==> src/rtl/matmul_pkg.sv <==
// Shared types and default sizing for the matrix-multiply sequencer.
package matmul_pkg;

    typedef enum logic [1:0] {
        S_IDLE  = 2'd0,
        S_RUN   = 2'd1,
        S_FLUSH = 2'd2
    } matmul_state_t;

    localparam int unsigned DEF_DATA_WIDTH  = 32;
    localparam int unsigned DEF_VECTOR_SIZE = 8;
    localparam int unsigned DEF_IDX_WIDTH   = $clog2(DEF_VECTOR_SIZE);
    localparam int unsigned DEF_ADDR_WIDTH  = 2 * DEF_IDX_WIDTH;

endpackage

==> src/rtl/matmul_mac.sv <==
// Stage 1/2 multiply-accumulate: folds one x*y product per valid beat and
// emits a z write when the beat carries the last-k tag.
module matmul_mac #(
    parameter int unsigned DATA_WIDTH = 32,
    parameter int unsigned ADDR_WIDTH = 6
) (
    input  logic                  clock,
    input  logic                  reset,
    input  logic                  i_valid,
    input  logic                  i_first,
    input  logic                  i_last,
    input  logic [ADDR_WIDTH-1:0] i_zaddr,
    input  logic [DATA_WIDTH-1:0] i_x,
    input  logic [DATA_WIDTH-1:0] i_y,
    output logic                  o_z_wr_en,
    output logic [ADDR_WIDTH-1:0] o_z_wr_addr,
    output logic [DATA_WIDTH-1:0] o_z_din
);

    logic [DATA_WIDTH-1:0] r_acc;
    logic [DATA_WIDTH-1:0] w_prod;
    logic [DATA_WIDTH-1:0] w_acc_next;
    logic                  r_z_wr_en;
    logic [ADDR_WIDTH-1:0] r_z_wr_addr;
    logic [DATA_WIDTH-1:0] r_z_din;

    // Product and sum wrap modulo 2^DATA_WIDTH.
    assign w_prod     = i_x * i_y;
    assign w_acc_next = i_first ? w_prod : r_acc + w_prod;

    // Accumulator and registered z write port.
    always_ff @(posedge clock or negedge reset) begin
        if (!reset) begin
            r_acc       <= '0;
            r_z_wr_en   <= 1'b0;
            r_z_wr_addr <= '0;
            r_z_din     <= '0;
        end else begin
            r_z_wr_en <= i_valid && i_last;
            if (i_valid) begin
                r_acc <= w_acc_next;
            end
            if (i_valid && i_last) begin
                r_z_din     <= w_acc_next;
                r_z_wr_addr <= i_zaddr;
            end
        end
    end

    assign o_z_wr_en   = r_z_wr_en;
    assign o_z_wr_addr = r_z_wr_addr;
    assign o_z_din     = r_z_din;

endmodule

==> src/rtl/matmul_ctrl.sv <==
// Triple-loop sequencer for the matrix-multiply engine: issues one x/y read
// pair per cycle, tags each beat for the MAC, and flags completion.
module matmul_ctrl
    import matmul_pkg::*;
#(
    parameter int unsigned DATA_WIDTH  = DEF_DATA_WIDTH,
    parameter int unsigned ADDR_WIDTH  = DEF_ADDR_WIDTH,
    parameter int unsigned VECTOR_SIZE = DEF_VECTOR_SIZE
) (
    input  logic                  clock,
    input  logic                  reset,
    input  logic                  start,
    output logic                  done,
    output logic [ADDR_WIDTH-1:0] x_rd_addr,
    input  logic [DATA_WIDTH-1:0] x_dout,
    output logic [ADDR_WIDTH-1:0] y_rd_addr,
    input  logic [DATA_WIDTH-1:0] y_dout,
    output logic [ADDR_WIDTH-1:0] z_wr_addr,
    output logic                  z_wr_en,
    output logic [DATA_WIDTH-1:0] z_din
);

    localparam int unsigned IDX_W = $clog2(VECTOR_SIZE);
    localparam int unsigned CNT_W = 3 * IDX_W;

    if (VECTOR_SIZE < 2 || (VECTOR_SIZE & (VECTOR_SIZE - 1)) != 0) begin : g_bad_size
        $error("matmul_ctrl: VECTOR_SIZE must be a power of two >= 2");
    end
    if (ADDR_WIDTH != 2 * IDX_W) begin : g_bad_addr
        $error("matmul_ctrl: ADDR_WIDTH must equal 2*log2(VECTOR_SIZE)");
    end

    matmul_state_t r_state, w_state_next;
    // {i, j, k} packed so a single increment walks k fastest, then j, then i.
    logic [CNT_W-1:0] r_cnt, w_cnt_next;
    logic             r_done, w_done_next;
    logic [IDX_W-1:0] w_i, w_j, w_k;

    logic                  r_s1_valid;
    logic                  r_s1_first;
    logic                  r_s1_last;
    logic [ADDR_WIDTH-1:0] r_s1_zaddr;
    logic                  w_z_wr_en;

    assign w_k = r_cnt[IDX_W-1:0];
    assign w_j = r_cnt[2*IDX_W-1:IDX_W];
    assign w_i = r_cnt[CNT_W-1:2*IDX_W];

    // Read addresses come straight off the counter flops.
    assign x_rd_addr = {w_i, w_k};
    assign y_rd_addr = {w_k, w_j};
    assign done      = r_done;
    assign z_wr_en   = w_z_wr_en;

    // Next-state, counter and done logic.
    always_comb begin
        w_state_next = r_state;
        w_cnt_next   = r_cnt;
        w_done_next  = r_done;
        unique case (r_state)
            S_IDLE: begin
                w_cnt_next = '0;
                if (start) begin
                    w_state_next = S_RUN;
                    w_done_next  = 1'b0;
                end
            end
            S_RUN: begin
                w_cnt_next = r_cnt + CNT_W'(1);
                if (&r_cnt) begin
                    w_state_next = S_FLUSH;
                end
            end
            S_FLUSH: begin
                // The only write seen in flush is the final one; done lands
                // on the edge where z BRAM captures it.
                if (w_z_wr_en) begin
                    w_state_next = S_IDLE;
                    w_done_next  = 1'b1;
                end
            end
            default: begin
                w_state_next = S_IDLE;
            end
        endcase
    end

    // FSM, counter and done registers.
    always_ff @(posedge clock or negedge reset) begin
        if (!reset) begin
            r_state <= S_IDLE;
            r_cnt   <= '0;
            r_done  <= 1'b0;
        end else begin
            r_state <= w_state_next;
            r_cnt   <= w_cnt_next;
            r_done  <= w_done_next;
        end
    end

    // Stage-1 tags, aligned with the BRAM read data of the same issue.
    always_ff @(posedge clock or negedge reset) begin
        if (!reset) begin
            r_s1_valid <= 1'b0;
            r_s1_first <= 1'b0;
            r_s1_last  <= 1'b0;
            r_s1_zaddr <= '0;
        end else begin
            r_s1_valid <= (r_state == S_RUN);
            r_s1_first <= (w_k == '0);
            r_s1_last  <= (&w_k);
            r_s1_zaddr <= {w_i, w_j};
        end
    end

    matmul_mac #(
        .DATA_WIDTH(DATA_WIDTH),
        .ADDR_WIDTH(ADDR_WIDTH)
    ) u_mac (
        .clock      (clock),
        .reset      (reset),
        .i_valid    (r_s1_valid),
        .i_first    (r_s1_first),
        .i_last     (r_s1_last),
        .i_zaddr    (r_s1_zaddr),
        .i_x        (x_dout),
        .i_y        (y_dout),
        .o_z_wr_en  (w_z_wr_en),
        .o_z_wr_addr(z_wr_addr),
        .o_z_din    (z_din)
    );

endmodule

==> config.mk <==
export PLATFORM = sky130hd
export DESIGN_NAME = matmul_ctrl
export DESIGN_NICKNAME = d
export VERILOG_FILES = /design/src/rtl/matmul_pkg.sv /design/src/rtl/matmul_mac.sv /design/src/rtl/matmul_ctrl.sv
export SDC_FILE = /design/constraint.sdc
export NUM_CORES = 1
export LEC_CHECK = 0
export ABC_AREA = 1
export BUFFER_PORTS_ARGS = -buffer_cell sky130_fd_sc_hd__buf_2
export CAP_MARGIN = 20
export CELL_PAD_IN_SITES_DETAIL_PLACEMENT = 1
export CELL_PAD_IN_SITES_GLOBAL_PLACEMENT = 1
export CORE_ASPECT_RATIO = 0.9
export CORE_MARGIN = 1
export CORE_UTILIZATION = 45
export DETAILED_ROUTE_END_ITERATION = 10
export HOLD_SLACK_MARGIN = 0.03
export PLACE_DENSITY = 0.91
export SLEW_MARGIN = 0
export SYNTH_ARGS = -nofsm -noshare
export SYNTH_HDL_FRONTEND = slang
export SYNTH_HIERARCHICAL = 1
export SYNTH_SLANG_ARGS = --single-unit
export TNS_END_PERCENT = 1
==> constraint.sdc <==
create_clock -name clock -period 4.8 [get_ports clock]
set_input_delay 0.96 -clock clock [delete_from_list [all_inputs] [get_ports clock]]
set_output_delay 0.96 -clock clock [all_outputs]
set_load 0.01 [all_outputs]
==> summary.md, run 1 <==
The count of hold buffers inserted by post-cts repair was 0; the share of Yosys cell area claimed by the top area cell type was 36.6%. By count the netlist is led by nand2_1 (933), inv_1 (826), fa_1 (409). Summing the sequential cell areas from Yosys gives 10.3% of the chip area.

After global routing the overflow that remains totals 9. The post-synthesis async set-or-reset flop share works out to 100%. The clock passes through at most 2 buffers. Synthesis produced 3021 cells. Once the floorplan was initialized, standard cells occupied 45.6% of the core. The logs give 52 for the count of different cell masters after synthesis and 73.4% for the combined global-route utilization of all metal layers.

During synthesis, Yosys emitted a total of 6 warnings. The worst-slack endpoint at the end of global-route timing repair is u_mac/r_acc[30]$_DFFE_PN0P_/D. The die span in y is 213 um, and the number of buffers created by CTS is 9.

The flip-flop cell with the highest count after synthesis is dfrtp_1. The congestion estimate from routability-driven global placement came to 0.899. After the last repair the worst path ends at a register data pin. Placed wire-length estimate after detailed placement: 80300 um. The tool reported: "[ERROR GRT-0232] Routing congestion too high. Check the congestion heatmap in the GUI".

The floorplan step set the die width to 237 um. Among all cell types in the netlist, the one instantiated most often is nand2_1. The library cell with the largest summed area after synthesis is fa_1. The logs give 22300 um2 for the total standard cell area after synthesis and 3657 for the post-synthesis net count. CTS built an H-tree with a depth of 3.

The flow did not finish. The last stage reached is global routing. During placement, the flow inserted port buffers numbering 118. The flip-flop and latch count after synthesis works out to 92.

The number of synthesized flops with an enable pin was 0. During I/O placement, the number of pins put on the boundary was 119. Entering global routing, the biggest net connects 64 pins. The number of clock sinks seen by CTS came out at 92. The row count came out at 77.

The post-synthesis average cell area works out to 7.40 um2. The CTS root buffer is clkbuf_16. By area the synthesized netlist is led by fa_1 (37%), nand2_1 (16%), inv_1 (14%).
-- per-layer routing --
| layer | overflow | global-route usage [%] |
|---|---|---|
| met1 | 0 | 70.0 |
| met2 | 4 | 89.8 |
| met3 | 0 | 61.0 |
| met4 | 5 | 75.1 |
| met5 | 0 | 42.4 |
-- logic make-up after synthesis --
group / synth area share, %
DFF: 10.3
AOI/OAI and AO/OA: 5.41
xor gates and xnor gates: 1.80
buffers and inverters: 16.5
adders and majority gates: 45.6
and+or+nand+nor: 20.4
-- through the flow --
step                      cells  area (um2)  hold WS [ns]  utilization, %  worst slack (ns)
after floorplan            3021       22600         0.418               -             -3.39
after global placement     4012       26200         0.420            53.5             -4.00
after detailed placement   4012       26200         0.444            53.5             -4.58
after CTS                  4049       28000         0.450            57.0             -3.92
-- repair_timing --
| item | in CTS |
|---|---|
| buffers inserted | 21 |
| gates resized for setup | 283 |
| pin swaps | 122 |
| hold endpoints to repair | 0 |
| setup endpoints to repair | 56 |
==> inputs of run 2 (changes only) <==
--- a/config.mk
+++ b/config.mk
@@ -8,14 +8,10 @@
 export ABC_AREA = 1
 export BUFFER_PORTS_ARGS = -buffer_cell sky130_fd_sc_hd__buf_2
 export CAP_MARGIN = 20
-export CELL_PAD_IN_SITES_DETAIL_PLACEMENT = 1
-export CELL_PAD_IN_SITES_GLOBAL_PLACEMENT = 1
-export CORE_ASPECT_RATIO = 0.9
 export CORE_MARGIN = 1
-export CORE_UTILIZATION = 45
+export CORE_UTILIZATION = 30
 export DETAILED_ROUTE_END_ITERATION = 10
-export HOLD_SLACK_MARGIN = 0.03
-export PLACE_DENSITY = 0.91
+export PLACE_DENSITY_LB_ADDON = 0.15
 export SLEW_MARGIN = 0
 export SYNTH_ARGS = -nofsm -noshare
 export SYNTH_HDL_FRONTEND = slang
==> run 2 against run 1 <==
The flow now finishes, with violations (DRC, setup timing). Area after synthesis unchanged. Synthesized cell count stayed put.
==> summary.md, run 2 <==
Counting stages on the worst path, the most repeated cell is fa_1. The multi-input combinational cells in the finished layout cover a total of 17500 um2. In the final layout, the share of cells above drive strength 1 is 22.3%.

Most common cell after layout, fill and taps aside: nand2_1. No sink is reached through more buffers than the 2 on the longest clock path. On the critical path, the stage with the largest delay is an instance of fa_2. The detail route stage leaves a number of antenna-violating nets equal to 0.

The mean number of vias per cell was 4.27. The die span in y was 275 um. The clock reaches the later pin of the worst-skew pair after 0.37 ns.

The share of Yosys cell area claimed by the top area cell type is 36.6%, and the cell area after placement is 26900 um2. Counting every instance in the synthesized netlist gives 3021. Of the synthesized area, sequential elements account for 10.3%. The congestion estimate from routability-driven global placement came to 0.845. For the via count of the first global-routing pass, the log shows 19900. The CTS root buffer is clkbuf_16. In the post-synthesis netlist, the biggest area contributors are fa_1 (37%), nand2_1 (16%), inv_1 (14%). The initial antenna violation count was 7. The run gives 8 as the number of iterations in the first detailed-routing pass.

Category of the most critical setup path: primary input to register. The first global-routing pass estimated 108000 um of wire. The synthesized design contains 0 enable-type register cells. By count the netlist is led by nand2_1 (933), inv_1 (826), fa_1 (409). The largest fanout on the critical path was 9; the number of placed I/O pins was 119. Registers take 2300 um2. Dividing the final minimum period by the clock period gives 172%. For the total die area, the log shows 75600 um2.

Setup repair after global routing could not meet its margin everywhere. The run gives 28700 um2 as the final design instance area without fill. STA classifies the critical path endpoint as a register. Summing every instance area after synthesis gives 22300 um2. Residual overflow from global routing: 0.

The net total in the final layout is 4073, and the slew of the pin with the lowest slew margin is 0.868 ns. Yosys printed 6 warnings. The data arrival time of the critical path came out at 8.50 ns. The checks that failed: DRC, setup timing. After floorplanning, the core was sized to cover 73300 um2. For the row count, the log shows 99. Summing over every cut layer, the via total after detailed routing is 18800.

The flow ran to the end, but the final reports show violations. Across the run, the number of max-cap violations was 0. Clock slew at the register clock pins of the worst setup and hold paths: 0.06 ns. The run gives 52 as the count of different cell masters after synthesis. The overall die width works out to 275 um. By instance count, the leading cell after synthesis is nand2_1.

Data on the critical path is required at its endpoint by 5.06 ns. The post-synthesis average cell area was 7.40 um2. TritonCTS built the clock tree. After layout, the minimum clock period comes to 8.24 ns. The run gives 30.5% as the initial core utilization. STA classifies the critical path startpoint as a primary input. Fill cells in the final layout number 7746. Measured on the finished design, the core utilization comes to 39.1%. The biggest cell delay along the critical path is 0.59 ns.

In the final routed layout, each cell accounts on average for 15.1 um. The run gives 18.4% as the combined global-route utilization of all metal layers. In the synthesized netlist the dominant register cell turns out to be dfrtp_1. The clock net in this run drives a total of 92 sinks. The worst setup skew after layout was 0.00846 ns. The count of final hold-check violations was 0.

The logs give 58200 um for the placed wire-length estimate after detailed placement and 42.1% for the relative slew slack. The post-detailed-route DRC marker count is 15. The top cell types in the final layout, fill and taps aside, are nand2_1 (910), inv_1 (804), fa_1 (393). Of all cell types, the one taking the most synthesized area is fa_1. Setup violations remaining at the end of the flow were counted as 52. The flip-flop and latch count after synthesis is 92, and the post-detailed-routing wire length is 66700 um. In this run the worst hold path is classified as register to register. The tools report the setup slack after layout as -3.44 ns. In this run the number of H-tree levels came out at 3. Count of hold buffers inserted by post-cts repair: 0. The number of I/O port buffers is 118. Timing would allow up to 121 MHz. The post-synthesis async set-or-reset flop share is 100%. Pin count of the biggest net entering global routing: 65. Final-report max-slew violation count: 0. After the first detailed-routing iteration, the DRC count stood at 692. Relative to the synthesized area, the layout overhead comes to 28.3%.

When the netlist entered floorplanning its net count stood at 3657. In this run, CTS created clock tree buffers numbering 9.
-- run 2: cell counts after synthesis --
No cell type changed its count.
-- run 2: kinds of logic (layout without fill, tap and decap cells) --
group,count (synthesis),after routing,share of synthesized area (%)
XOR/XNOR,45,45,1.80
AO/OA/AOI/OAI,210,210,5.41
other,0,3,0
AND/OR/NAND/NOR,1141,1141,20.4
buffers and inverters,964,1385,16.5
flip-flops,92,92,10.3
adder cells (fa/ha/maj),569,569,45.6
-- run 2: worst paths after layout --
kind / from / to / slack, ns / depth (start not counted)
worst min register to register: r_s1_zaddr[4]$_DFF_PN0_ / u_mac/o_z_wr_addr[4]$_DFFE_PN0P_ / 0.44 / 2
worst max register to register: u_mac/r_acc[0]$_DFFE_PN0P_ / u_mac/o_z_din[26]$_DFFE_PN0P_ / 2.12 / 17
min in group asynchronous: reset / u_mac/o_z_wr_addr[5]$_DFFE_PN0P_ / 0.68 / 1
worst min-delay path: r_s1_zaddr[4]$_DFF_PN0_ / u_mac/o_z_wr_addr[4]$_DFFE_PN0P_ / 0.44 / 2
max in group asynchronous: reset / u_mac/r_acc[16]$_DFFE_PN0P_ / 3.16 / 2
worst max-delay path: x_dout[11] / u_mac/r_acc[31]$_DFFE_PN0P_ / -3.44 / 39
-- run 2: timing repair --
item	in CTS	in global routing
gates cloned	0	0
setup endpoints to repair	56	56
pin swaps	33	76
gates resized for setup	135	159
setup buffers	7	10
-- run 2: area by class of cell --
cell class	count	area share, %
Antenna cell	3	0.0262
Timing Repair Buffer	534	14.7
Inverter	835	11.0
Clock buffer	13	0.873
Multi-Input combinational cell	1965	61.1
Tap cell	959	4.19
Sequential cell	92	8.03
Clock inverter	3	0.162
-- run 2: metrics by stage --
step                      hold WS [ns]  setup slack, ns  TNS, ns  instances
final                            0.440            -3.44  -135.48       4404
after global routing             0.464            -3.80  -152.94       4403
after CTS                        0.445            -3.38  -138.82       4391
after detailed placement         0.430            -4.05  -175.86       4368
after global placement           0.424            -4.18  -177.38       4368
after floorplan                  0.418            -3.39  -131.46       3021
-- run 2: worst max-delay path: cells and delay by family --
kind | cells | cell delay, ns
buf+inv | 12 | 0.87
xor+xnor | 1 | 0.19
compound gates | 2 | 0.40
fa+ha+maj | 10 | 4.82
simple gates | 14 | 1.23
-- run 2: metal layers --
layer	vias to the layer above	share of wire [%]	track usage, %	wire (um)
met5	-	0.096	0	64
met4	10	0.94	2.44	627
met3	43	3.0	2.02	2000
met2	215	46	30.3	30800
met1	9007	50	26.5	33200
li1	9521	-	-	-
Power of run 2 is left out: the tool's default activity adds up to more than one toggle a clock period on the data nets, which glitch-free logic cannot reach.
